===== config.mk =====
export PLATFORM = sky130hd
export DESIGN_NAME = link_motion_ctrl
export DESIGN_NICKNAME = d
export VERILOG_FILES = /design/src/rtl/link_motion_ctrl.sv
export SDC_FILE = /design/constraint.sdc
export NUM_CORES = 1
export LEC_CHECK = 0
export CAP_MARGIN = 10
export CORE_MARGIN = 4
export CORE_UTILIZATION = 60
export DETAILED_ROUTE_END_ITERATION = 12
export PLACE_DENSITY_LB_ADDON = 0.2
export SLEW_MARGIN = 20
export SYNTH_ARGS = -nofsm -noshare
export SYNTH_HDL_FRONTEND = slang
export SYNTH_SLANG_ARGS = --single-unit

===== constraint.sdc =====
create_clock -name vga_clk -period 5.7 [get_ports vga_clk]
set_input_delay 1.71 -clock vga_clk [delete_from_list [all_inputs] [get_ports vga_clk]]
set_output_delay 1.71 -clock vga_clk [all_outputs]
set_load 0.05 [all_outputs]

===== src/rtl/link_motion_ctrl.sv =====
// rtl/link_motion_ctrl.sv - per-frame player sprite movement controller
module link_motion_ctrl #(
    parameter int STEP         = 2,
    parameter int SIZE         = 32,
    parameter int X_START      = 304,
    parameter int Y_START      = 224,
    parameter int X_MIN        = 0,
    parameter int X_MAX        = 608,
    parameter int Y_MIN        = 0,
    parameter int Y_MAX        = 448,
    parameter int BLOCK_FRAMES = 8,
    parameter int ANIM_DIV     = 8
) (
    input  logic       vga_clk,
    input  logic       Reset,
    input  logic       vs,
    input  logic [7:0] keycode,
    input  logic       collision,
    output logic [9:0] spriteX,
    output logic [9:0] spriteY,
    output logic [9:0] sprite_size,
    output logic [1:0] dir,
    output logic       anim_frame,
    output logic       moving,
    output logic       frame_tick
);

    localparam logic [1:0] S_IDLE    = 2'd0;
    localparam logic [1:0] S_MOVE    = 2'd1;
    localparam logic [1:0] S_BLOCKED = 2'd2;

    localparam logic [1:0] D_DOWN  = 2'b00;
    localparam logic [1:0] D_UP    = 2'b01;
    localparam logic [1:0] D_LEFT  = 2'b10;
    localparam logic [1:0] D_RIGHT = 2'b11;

    localparam int BW = (BLOCK_FRAMES > 0) ? $clog2(BLOCK_FRAMES + 1) : 1;
    localparam int AW = (ANIM_DIV > 1) ? $clog2(ANIM_DIV) : 1;

    localparam logic [10:0] STEP_W  = 11'(STEP);
    localparam logic [10:0] X_MIN_W = 11'(X_MIN);
    localparam logic [10:0] X_MAX_W = 11'(X_MAX);
    localparam logic [10:0] Y_MIN_W = 11'(Y_MIN);
    localparam logic [10:0] Y_MAX_W = 11'(Y_MAX);

    logic [1:0]    state;
    logic          vs_d;
    logic [9:0]    prev_x;
    logic [9:0]    prev_y;
    logic [1:0]    blk_dir;
    logic [BW-1:0] blk_cnt;
    logic [AW-1:0] anim_cnt;

    logic          tick;
    logic          key_valid;
    logic [1:0]    key_dir;
    logic [10:0]   x_ext;
    logic [10:0]   y_ext;
    logic [10:0]   step_x;
    logic [10:0]   step_y;
    logic          do_step;
    logic [BW-1:0] cnt_dec;

    logic [1:0]    nxt_state;
    logic [9:0]    nxt_x;
    logic [9:0]    nxt_y;
    logic [1:0]    nxt_dir;
    logic [9:0]    nxt_prev_x;
    logic [9:0]    nxt_prev_y;
    logic [1:0]    nxt_blk_dir;
    logic [BW-1:0] nxt_blk_cnt;
    logic [AW-1:0] nxt_anim_cnt;
    logic          nxt_anim_frame;

    assign sprite_size = 10'(SIZE);

    // Frame boundary is the rising edge of vs, i.e. the end of the sync pulse
    assign tick = vs & ~vs_d;

    // Keycode decode into a direction and a valid flag
    always_comb begin
        key_valid = 1'b1;
        key_dir   = D_DOWN;
        case (keycode)
            8'h07:   key_dir = D_RIGHT;
            8'h1A:   key_dir = D_UP;
            8'h04:   key_dir = D_LEFT;
            8'h16:   key_dir = D_DOWN;
            default: key_valid = 1'b0;
        endcase
    end

    // Candidate position one step in the key direction, clamped to the legal window
    always_comb begin
        x_ext  = {1'b0, spriteX};
        y_ext  = {1'b0, spriteY};
        step_x = x_ext;
        step_y = y_ext;
        case (key_dir)
            D_RIGHT: step_x = (x_ext + STEP_W > X_MAX_W) ? X_MAX_W : x_ext + STEP_W;
            D_LEFT:  step_x = (x_ext < X_MIN_W + STEP_W) ? X_MIN_W : x_ext - STEP_W;
            D_DOWN:  step_y = (y_ext + STEP_W > Y_MAX_W) ? Y_MAX_W : y_ext + STEP_W;
            default: step_y = (y_ext < Y_MIN_W + STEP_W) ? Y_MIN_W : y_ext - STEP_W;
        endcase
    end

    // Next-frame FSM decision; only applied on a tick
    always_comb begin
        nxt_state   = state;
        nxt_x       = spriteX;
        nxt_y       = spriteY;
        nxt_dir     = dir;
        nxt_prev_x  = prev_x;
        nxt_prev_y  = prev_y;
        nxt_blk_dir = blk_dir;
        nxt_blk_cnt = blk_cnt;
        do_step     = 1'b0;
        cnt_dec     = (blk_cnt == '0) ? '0 : blk_cnt - 1'b1;
        case (state)
            S_IDLE: begin
                if (key_valid && !((blk_cnt != '0) && (key_dir == blk_dir))) begin
                    do_step   = 1'b1;
                    nxt_state = S_MOVE;
                end
            end
            S_MOVE: begin
                // The frame just drawn overlapped the background: undo the last step
                if (collision) begin
                    nxt_x       = prev_x;
                    nxt_y       = prev_y;
                    nxt_blk_dir = dir;
                    nxt_blk_cnt = BW'(BLOCK_FRAMES);
                    nxt_state   = S_BLOCKED;
                end else if (key_valid) begin
                    do_step = 1'b1;
                end else begin
                    nxt_state = S_IDLE;
                end
            end
            S_BLOCKED: begin
                if (key_valid && (key_dir != blk_dir)) begin
                    do_step     = 1'b1;
                    nxt_blk_cnt = '0;
                    nxt_state   = S_MOVE;
                end else begin
                    nxt_blk_cnt = cnt_dec;
                    if (cnt_dec == '0) begin
                        nxt_state = S_IDLE;
                    end
                end
            end
            default: nxt_state = S_IDLE;
        endcase
        if (do_step) begin
            nxt_prev_x = spriteX;
            nxt_prev_y = spriteY;
            nxt_x      = 10'(step_x);
            nxt_y      = 10'(step_y);
            nxt_dir    = key_dir;
        end
    end

    // Walk animation advances once per frame spent moving
    always_comb begin
        nxt_anim_cnt   = '0;
        nxt_anim_frame = anim_frame;
        if (nxt_state == S_MOVE) begin
            if (anim_cnt == AW'(ANIM_DIV - 1)) begin
                nxt_anim_frame = ~anim_frame;
            end else begin
                nxt_anim_cnt = anim_cnt + 1'b1;
            end
        end
    end

    // Registered state; everything but the edge detector only moves on a tick
    always_ff @(posedge vga_clk) begin
        if (Reset) begin
            state      <= S_IDLE;
            vs_d       <= 1'b0;
            frame_tick <= 1'b0;
            spriteX    <= 10'(X_START);
            spriteY    <= 10'(Y_START);
            prev_x     <= 10'(X_START);
            prev_y     <= 10'(Y_START);
            dir        <= D_DOWN;
            blk_dir    <= D_DOWN;
            blk_cnt    <= '0;
            anim_cnt   <= '0;
            anim_frame <= 1'b0;
            moving     <= 1'b0;
        end else begin
            vs_d       <= vs;
            frame_tick <= tick;
            if (tick) begin
                state      <= nxt_state;
                spriteX    <= nxt_x;
                spriteY    <= nxt_y;
                prev_x     <= nxt_prev_x;
                prev_y     <= nxt_prev_y;
                dir        <= nxt_dir;
                blk_dir    <= nxt_blk_dir;
                blk_cnt    <= nxt_blk_cnt;
                anim_cnt   <= nxt_anim_cnt;
                anim_frame <= nxt_anim_frame;
                moving     <= (nxt_state == S_MOVE);
            end
        end
    end

endmodule


# ---- Word level (Yosys, flattened, before mapping)
# Index checks and enable logic that the tools add are counted.
dict set report totals {
  wordCells 92
  regBits 57
  out_inout_bits 35
}
dict set report op_classes {
  n_eq_ne 15
  n_mux 31
  n_addsub 6
  n_bitwise 3
  reduce_logical 20
  magnitude_cmp 4
}
# cell count
set ops {}
lappend ops {{10-bit two-way mux} 10}
lappend ops {{10-bit case mux with 2 select lines} 2}
lappend ops {{10-bit by 2-bit adder with 11-bit output, second input constant} 2}
lappend ops {{10-bit by 2-bit less-than comparator with 1-bit output, second input constant} 2}
lappend ops {{10-bit by 2-bit subtractor with 10-bit output, second input constant} 2}
lappend ops {{8-bit by 3-bit equality test with 1-bit output, second input constant} 2}
lappend ops {{8-bit by 5-bit equality test with 1-bit output, second input constant} 2}
lappend ops {{4-bit two-way mux} 3}
lappend ops {{2-bit case mux with 3 select lines} 2}
lappend ops {{11-bit by 10-bit greater-than comparator with 1-bit output, second input constant} 1}
lappend ops {{11-bit by 9-bit greater-than comparator with 1-bit output, second input constant} 1}
lappend ops {{2-bit two-way mux} 5}
lappend ops {{3-bit AND reduction} 3}
lappend ops {{4-bit zero test} 2}
lappend ops {{4-bit case mux with 2 select lines} 1}
lappend ops {{4-bit AND reduction} 2}
lappend ops {{2-bit equality test, second input constant} 3}
lappend ops {{3-bit two-way mux} 2}
lappend ops {{2-bit nonzero test} 3}
lappend ops {{1-bit two-way mux} 5}
lappend ops {{2-bit by 1-bit equality test with 1-bit output, second input constant} 2}
lappend ops {{2-bit zero test} 2}
lappend ops {{2-bit != test, second input constant} 2}
lappend ops {{4-bit nonzero test} 1}
lappend ops {{14 further kinds} 17}

# ---- Depth between registers and ports, before layout
dict set report depth {
  depth_word 10
  ltp_mapped 12
  ltp_nobuf 9
}

# ---- Worst setup path after synthesis
# No wires, ideal clock.
dict set report synth_path {
  path_kind {input to register}
  from {input port keycode[0]}
  to {register spriteY[6]}
  cell_stages 9
  path_slack_ps 1944
  setup_ps 120
  arrival_time_ps 3637
  path_cell_list {clkbuf_1 > nand4bb_1 > nor3_1 > or4_1 > a221o_1 > and2_4 > buf_6 > o21a_1 > a211o_1}
}
dict set report synth_between {
  elab_chain_cells 10
}
# item line_no
set synth_rtl {}
lappend synth_rtl {{start: declaration} 17} ;# input logic [7:0] keycode,
lappend synth_rtl {{8-bit by 3-bit equality test with 1-bit output or 8-bit by 5-bit equality test with 1-bit output (tied branches)} 84} ;# case (keycode)
lappend synth_rtl {{2-bit case mux with 3 select lines} 84}
lappend synth_rtl {{2-bit equality test} 121} ;# if (key_valid && !((blk_cnt != '0) && (key_dir == blk_dir))) begin
lappend synth_rtl {{1-bit logical AND} 121}
lappend synth_rtl {{1-bit zero test} 121}
lappend synth_rtl {{1-bit logical AND} 121}
lappend synth_rtl {{1-bit two-way mux} 121}
lappend synth_rtl {{1-bit case mux with 3 select lines} 119} ;# case (state)
lappend synth_rtl {{2-bit != test (no line) or 2-bit nonzero test (tied branches)} --}
lappend synth_rtl {{4-bit AND reduction (no line)} --}
lappend synth_rtl {{end signal: assignment} 183} ;# spriteY <= 10'(Y_START);
lappend synth_rtl {{end signal: assignment} 198} ;# spriteY <= nxt_y;
lappend synth_rtl {{end: declaration} 20} ;# output logic [9:0] spriteY,
# Several ways; a longest one is shown, not always the timed one.
# A chain may end at the register's enable or synchronous reset.

# ---- Worst setup path after layout
dict set report layout_path {
  from {input port keycode[1]}
  to {register prev_y[8]}
}
dict set report layout_between {
  elab_chain_cells 9
}
# item line_no
set layout_rtl {}
lappend layout_rtl {{8-bit by 3-bit equality test with 1-bit output or 8-bit by 5-bit equality test with 1-bit output (tied branches)} 84}
lappend layout_rtl {{2-bit case mux with 3 select lines} 84}
lappend layout_rtl {{2-bit equality test} 121}
lappend layout_rtl {{1-bit logical AND} 121}
lappend layout_rtl {{1-bit zero test} 121}
lappend layout_rtl {{1-bit logical AND} 121}
lappend layout_rtl {{1-bit two-way mux} 121}
lappend layout_rtl {{1-bit case mux with 3 select lines *} 119}
lappend layout_rtl {{2-bit AND reduction (no line) *} --}
lappend layout_rtl {{end signal: assignment} 185} ;# prev_y <= 10'(Y_START);
lappend layout_rtl {{end signal: assignment} 200} ;# prev_y <= nxt_prev_y;
lappend layout_rtl {{end: declaration} 49} ;# logic [9:0] prev_y;
# Mark *: on every way between the ends. The rest lies on a longest branch, timed or not.

==> summary.txt <==
Timing
  • Final Critical Period: between 4 and 5 ns
  • Setup WS post-layout: around 1.3 ns
  • RSZ-0062 raised after global routing: false
  • Highest Clock Rate: 225 MHz
  • Setup TNS: 0 ns
  • Final Setup Violations: 0
  • Max_slew headroom: 39.7%
  • Final Max Slew Viols: 0
  • Fin crit share: 78.0%
  • Final Hold Viols: 0
  • Least-Margin Pin Slew: 0.900 ns
  • Worst Clk Skew: around 0.0095 ns

Outcome
  • Status: finished clean

Placement
  • Final HPWL DP: between 6000 and 7000 um
  • I/O Buffers: 36
  • Pre-CTS WS: approximately 0.98 ns
  • Gpl congestion: a little under 0.9

Yosys
  • Synthesized instance count: about 490
  • Area share of the largest cell type after synthesis: a little under a third
  • Syn_area_per_cell: roughly 7.7 um^2
  • Post-synthesis sequential area ratio: about 30%
  • Warnings from Yosys: 0
  • Post-synth EDFFs: 0
  • Yosys cell types: 66
  • Async set-reset flop share out of synthesis: 0%
  • Mapped cell area: about 3800 um^2
  • Synth Flop Type: dfxtp_1
  • Synth top area cells: dfxtp_1 (30%), mux2i_1 (6.6%), nor2_1 (4.7%)
  • Area leader, netlist: dfxtp_1
  • #FFs+latches synth: 57

Floorplanning
  • Row cnt: 28
  • Core outline area: approximately 6000 um^2
  • Ports: between 40 and 50
  • Die X-Extent: between 80 and 90 um
  • Die area: ~7700 um^2
  • Initial Utilization: 63.1%
  • Die Span Y: ~90 um

Route
  • Initial DRC Count: about 260
  • DRT antenna net count: 0
  • Final wirelength: between 9000 and 10000 um
  • Pre-antenna DRT Iters: 5
  • Post-route DRC: 0
  • Mean routed wirelength per cell: roughly 16 um
  • Via Count: 3611
  • Vias/cell: a little over 6

Setup path
  • Startpoint Class: input port
  • Critical path arrival: between 4 and 5 ns
  • Crit path capture type: flip-flop
  • Reg2Reg Setup Slack: approximately 3 ns
  • Worst Path Max Fanout: 22
  • Required @ worst endpoint: slightly below 6 ns
  • Worst R2R Path Depth: 9
  • R2R Path Start: blk_cnt[0]$_SDFFE_PP0P_
  • Crit path kind: input port to flip-flop
  • Reg2reg end: prev_y[8]$_SDFFE_PP0P_

Clocking
  • Sink Count: 57
  • Num CTS Buffers: 9
  • Post-CTS resize count: 0
  • Cts hold-fix bufs: 0
  • CTS max path bufs: 2
  • Clock slew at reported path FFs: 0.06 ns
  • Root Driver: clkbuf_8
  • Clk_lat worst skew: 0.33 ns
  • Post-CTS setup buffers: 0
  • H-tree levels: 3
  • CTS tree: built

Power
  • Leak: 1.63 nW
  • P per Cell Area: 189 nW/um^2
  • Maximum VDD drop: roughly 150 uV

Layout
  • Area Growth Syn to Fin: 11.3%
  • Layout cell share with drive strength beyond 1: around 5.7%
  • Filler cells: 528
  • Commonest non-fill, non-tap cells in the layout: dfxtp_1 (57), nor2_1 (48), nand2_1 (44), clkdlybuf4s50_1 (36), a21oi_1 (28)
  • Multi-input gate area: 2360 um^2
  • Register Area: between 1000 and 1500 um^2
  • Commonest non-fill, non-tap cell in the layout: dfxtp_1
  • Net count, final: about 520
  • N_diodes: 0

Worst hold path
  • Worst Hold Path EP: moving$_SDFFE_PP0P_
  • Hold Path Class: flip-flop to flip-flop
  • Hold Path Depth: 2
  • Hold Path Origin: moving$_SDFFE_PP0P_

Global routing
  • First-pass GRT wire length: 15700 um
  • Remaining global-route overflow: 0
  • Initial antenna violation count: 0
  • Largest net degree at the start of global routing: 45
  • Vias in the first global route: ~3500
  • Gr usage total: between 20 and 30%

Job
  • Max-Cap Viols: 0
[state kept, by name, summed over array words and instances, names as in the netlist]
register	count
prev_x	10
prev_y	10
spriteX	10
spriteY	10
blk_cnt	4
anim_cnt	3
blk_dir	2
dir	2
state	2
anim_frame	1
frame_tick	1
moving	1
vs_d	1
[cell type report]
type,instances,share of cell area (%)
clock buffers,12,3.91
clock inverters,3,0.355
inverters,19,1.69
multi-input cells,376,55.8
flip-flops and latches,57,27.0
well taps,75,2.22
repair buffers,39,9.06
[per-stage QoR]
step | cell area, um^2 | power, W | std cells | hold WS, ns | util, %
2_1_floorplan | 3830 | 0.000455 | 500 | 0.436 | -
3_3_place_gp | 4050 | 0.000465 | 566 | 0.443 | 67.2
3_5_place_dp | 4050 | 0.000466 | 566 | 0.452 | 67.2
4_1_cts | 4230 | 0.000806 | 581 | 0.461 | 70.2
5_1_grt | 4230 | 0.000829 | 581 | 0.478 | 70.2
6_report | 4230 | 0.000800 | 581 | 0.457 | 70.2
[Yosys cell counts (all sizes together) (3+ instances only)]
| cell type | number |
|---|---|
| o31ai | 5 |
| o211ai | 10 |
| nor2 | 48 |
| nor2b | 4 |
| buf | 21 |
| nand4 | 6 |
| nand4b | 3 |
| or3 | 5 |
| o21ai | 21 |
| nand4bb | 3 |
| a31oi | 6 |
| a211o | 3 |
| a21o | 5 |
| inv | 19 |
| and2 | 7 |
| o221ai | 3 |
| clkbuf | 27 |
| nand2 | 44 |
| nor3 | 15 |
| a311oi | 7 |
| nor3b | 5 |
| and3 | 8 |
| ha | 7 |
| xnor2 | 7 |
| or2 | 4 |
| a21oi | 29 |
| a211oi | 9 |
| nand3 | 25 |
| mux2i | 25 |
| nand3b | 5 |
| dfxtp | 57 |
| nand2b | 7 |
| xor2 | 6 |
[cell families (layout without fill, tap and decap cells)]
group	after synthesis	after routing	share of synthesized area [%]
multiplexers	25	25	6.59
other	2	10	0.198
flip-flops	57	57	30.0
buffers and inverters	67	73	8.69
adder cells (fa/ha/maj)	8	8	2.57
XOR/XNOR	13	13	3.00
AND/OR/NAND/NOR	197	197	26.7
AO/OA/AOI/OAI	123	123	22.3
[metal layers]
metal / global-route usage, % / vias up / part of all wire (%)
met5: 0 / - / 0
met2: 41.1 / 112 / 46
met4: 9.21 / 0 / 2.1
li1: - / 1792 / -
met1: 33.3 / 1684 / 46
met3: 5.36 / 23 / 5.6
[where the power goes]
| part | switching, W | leakage, nW | internal (W) |
|---|---|---|---|
| Clock | 0.000154 | 0.0980 | 0.000189 |
| Sequential | 0.00000186 | 0.460 | 0.000400 |
| Combinational | 0.0000404 | 1.07 | 0.0000160 |
| Total | 0.000196 | 1.63 | 0.000604 |
[how the worst max path moves through the flow]
| stage | from | endpoint | slack (ns) | cells past startpoint |
|---|---|---|---|---|
| after floorplan | keycode[0] | spriteY[6]$_SDFFE_PP1P_ | 1.94 | 9 |
| after global placement | keycode[1] | prev_y[7]$_SDFFE_PP1P_ | 1.12 | 9 |
| after detailed placement | keycode[1] | spriteY[2]$_SDFFE_PP0P_ | 0.98 | 8 |
| after CTS | keycode[1] | prev_y[8]$_SDFFE_PP0P_ | 1.33 | 9 |
| after global routing | keycode[1] | spriteY[2]$_SDFFE_PP0P_ | 1.01 | 8 |
| final | keycode[1] | prev_y[8]$_SDFFE_PP0P_ | 1.25 | 9 |
[critical path: stages]
cell	delay (ns)
clkdlybuf4s50_1	0.61
or4b_1	0.20
a211oi_2	0.09
or4_1	0.51
a221o_1	0.42
nand3_1	0.30
buf_4	0.40
mux2i_1	0.31
nor2_1	0.07
Power figures use the tool's default switching activity.
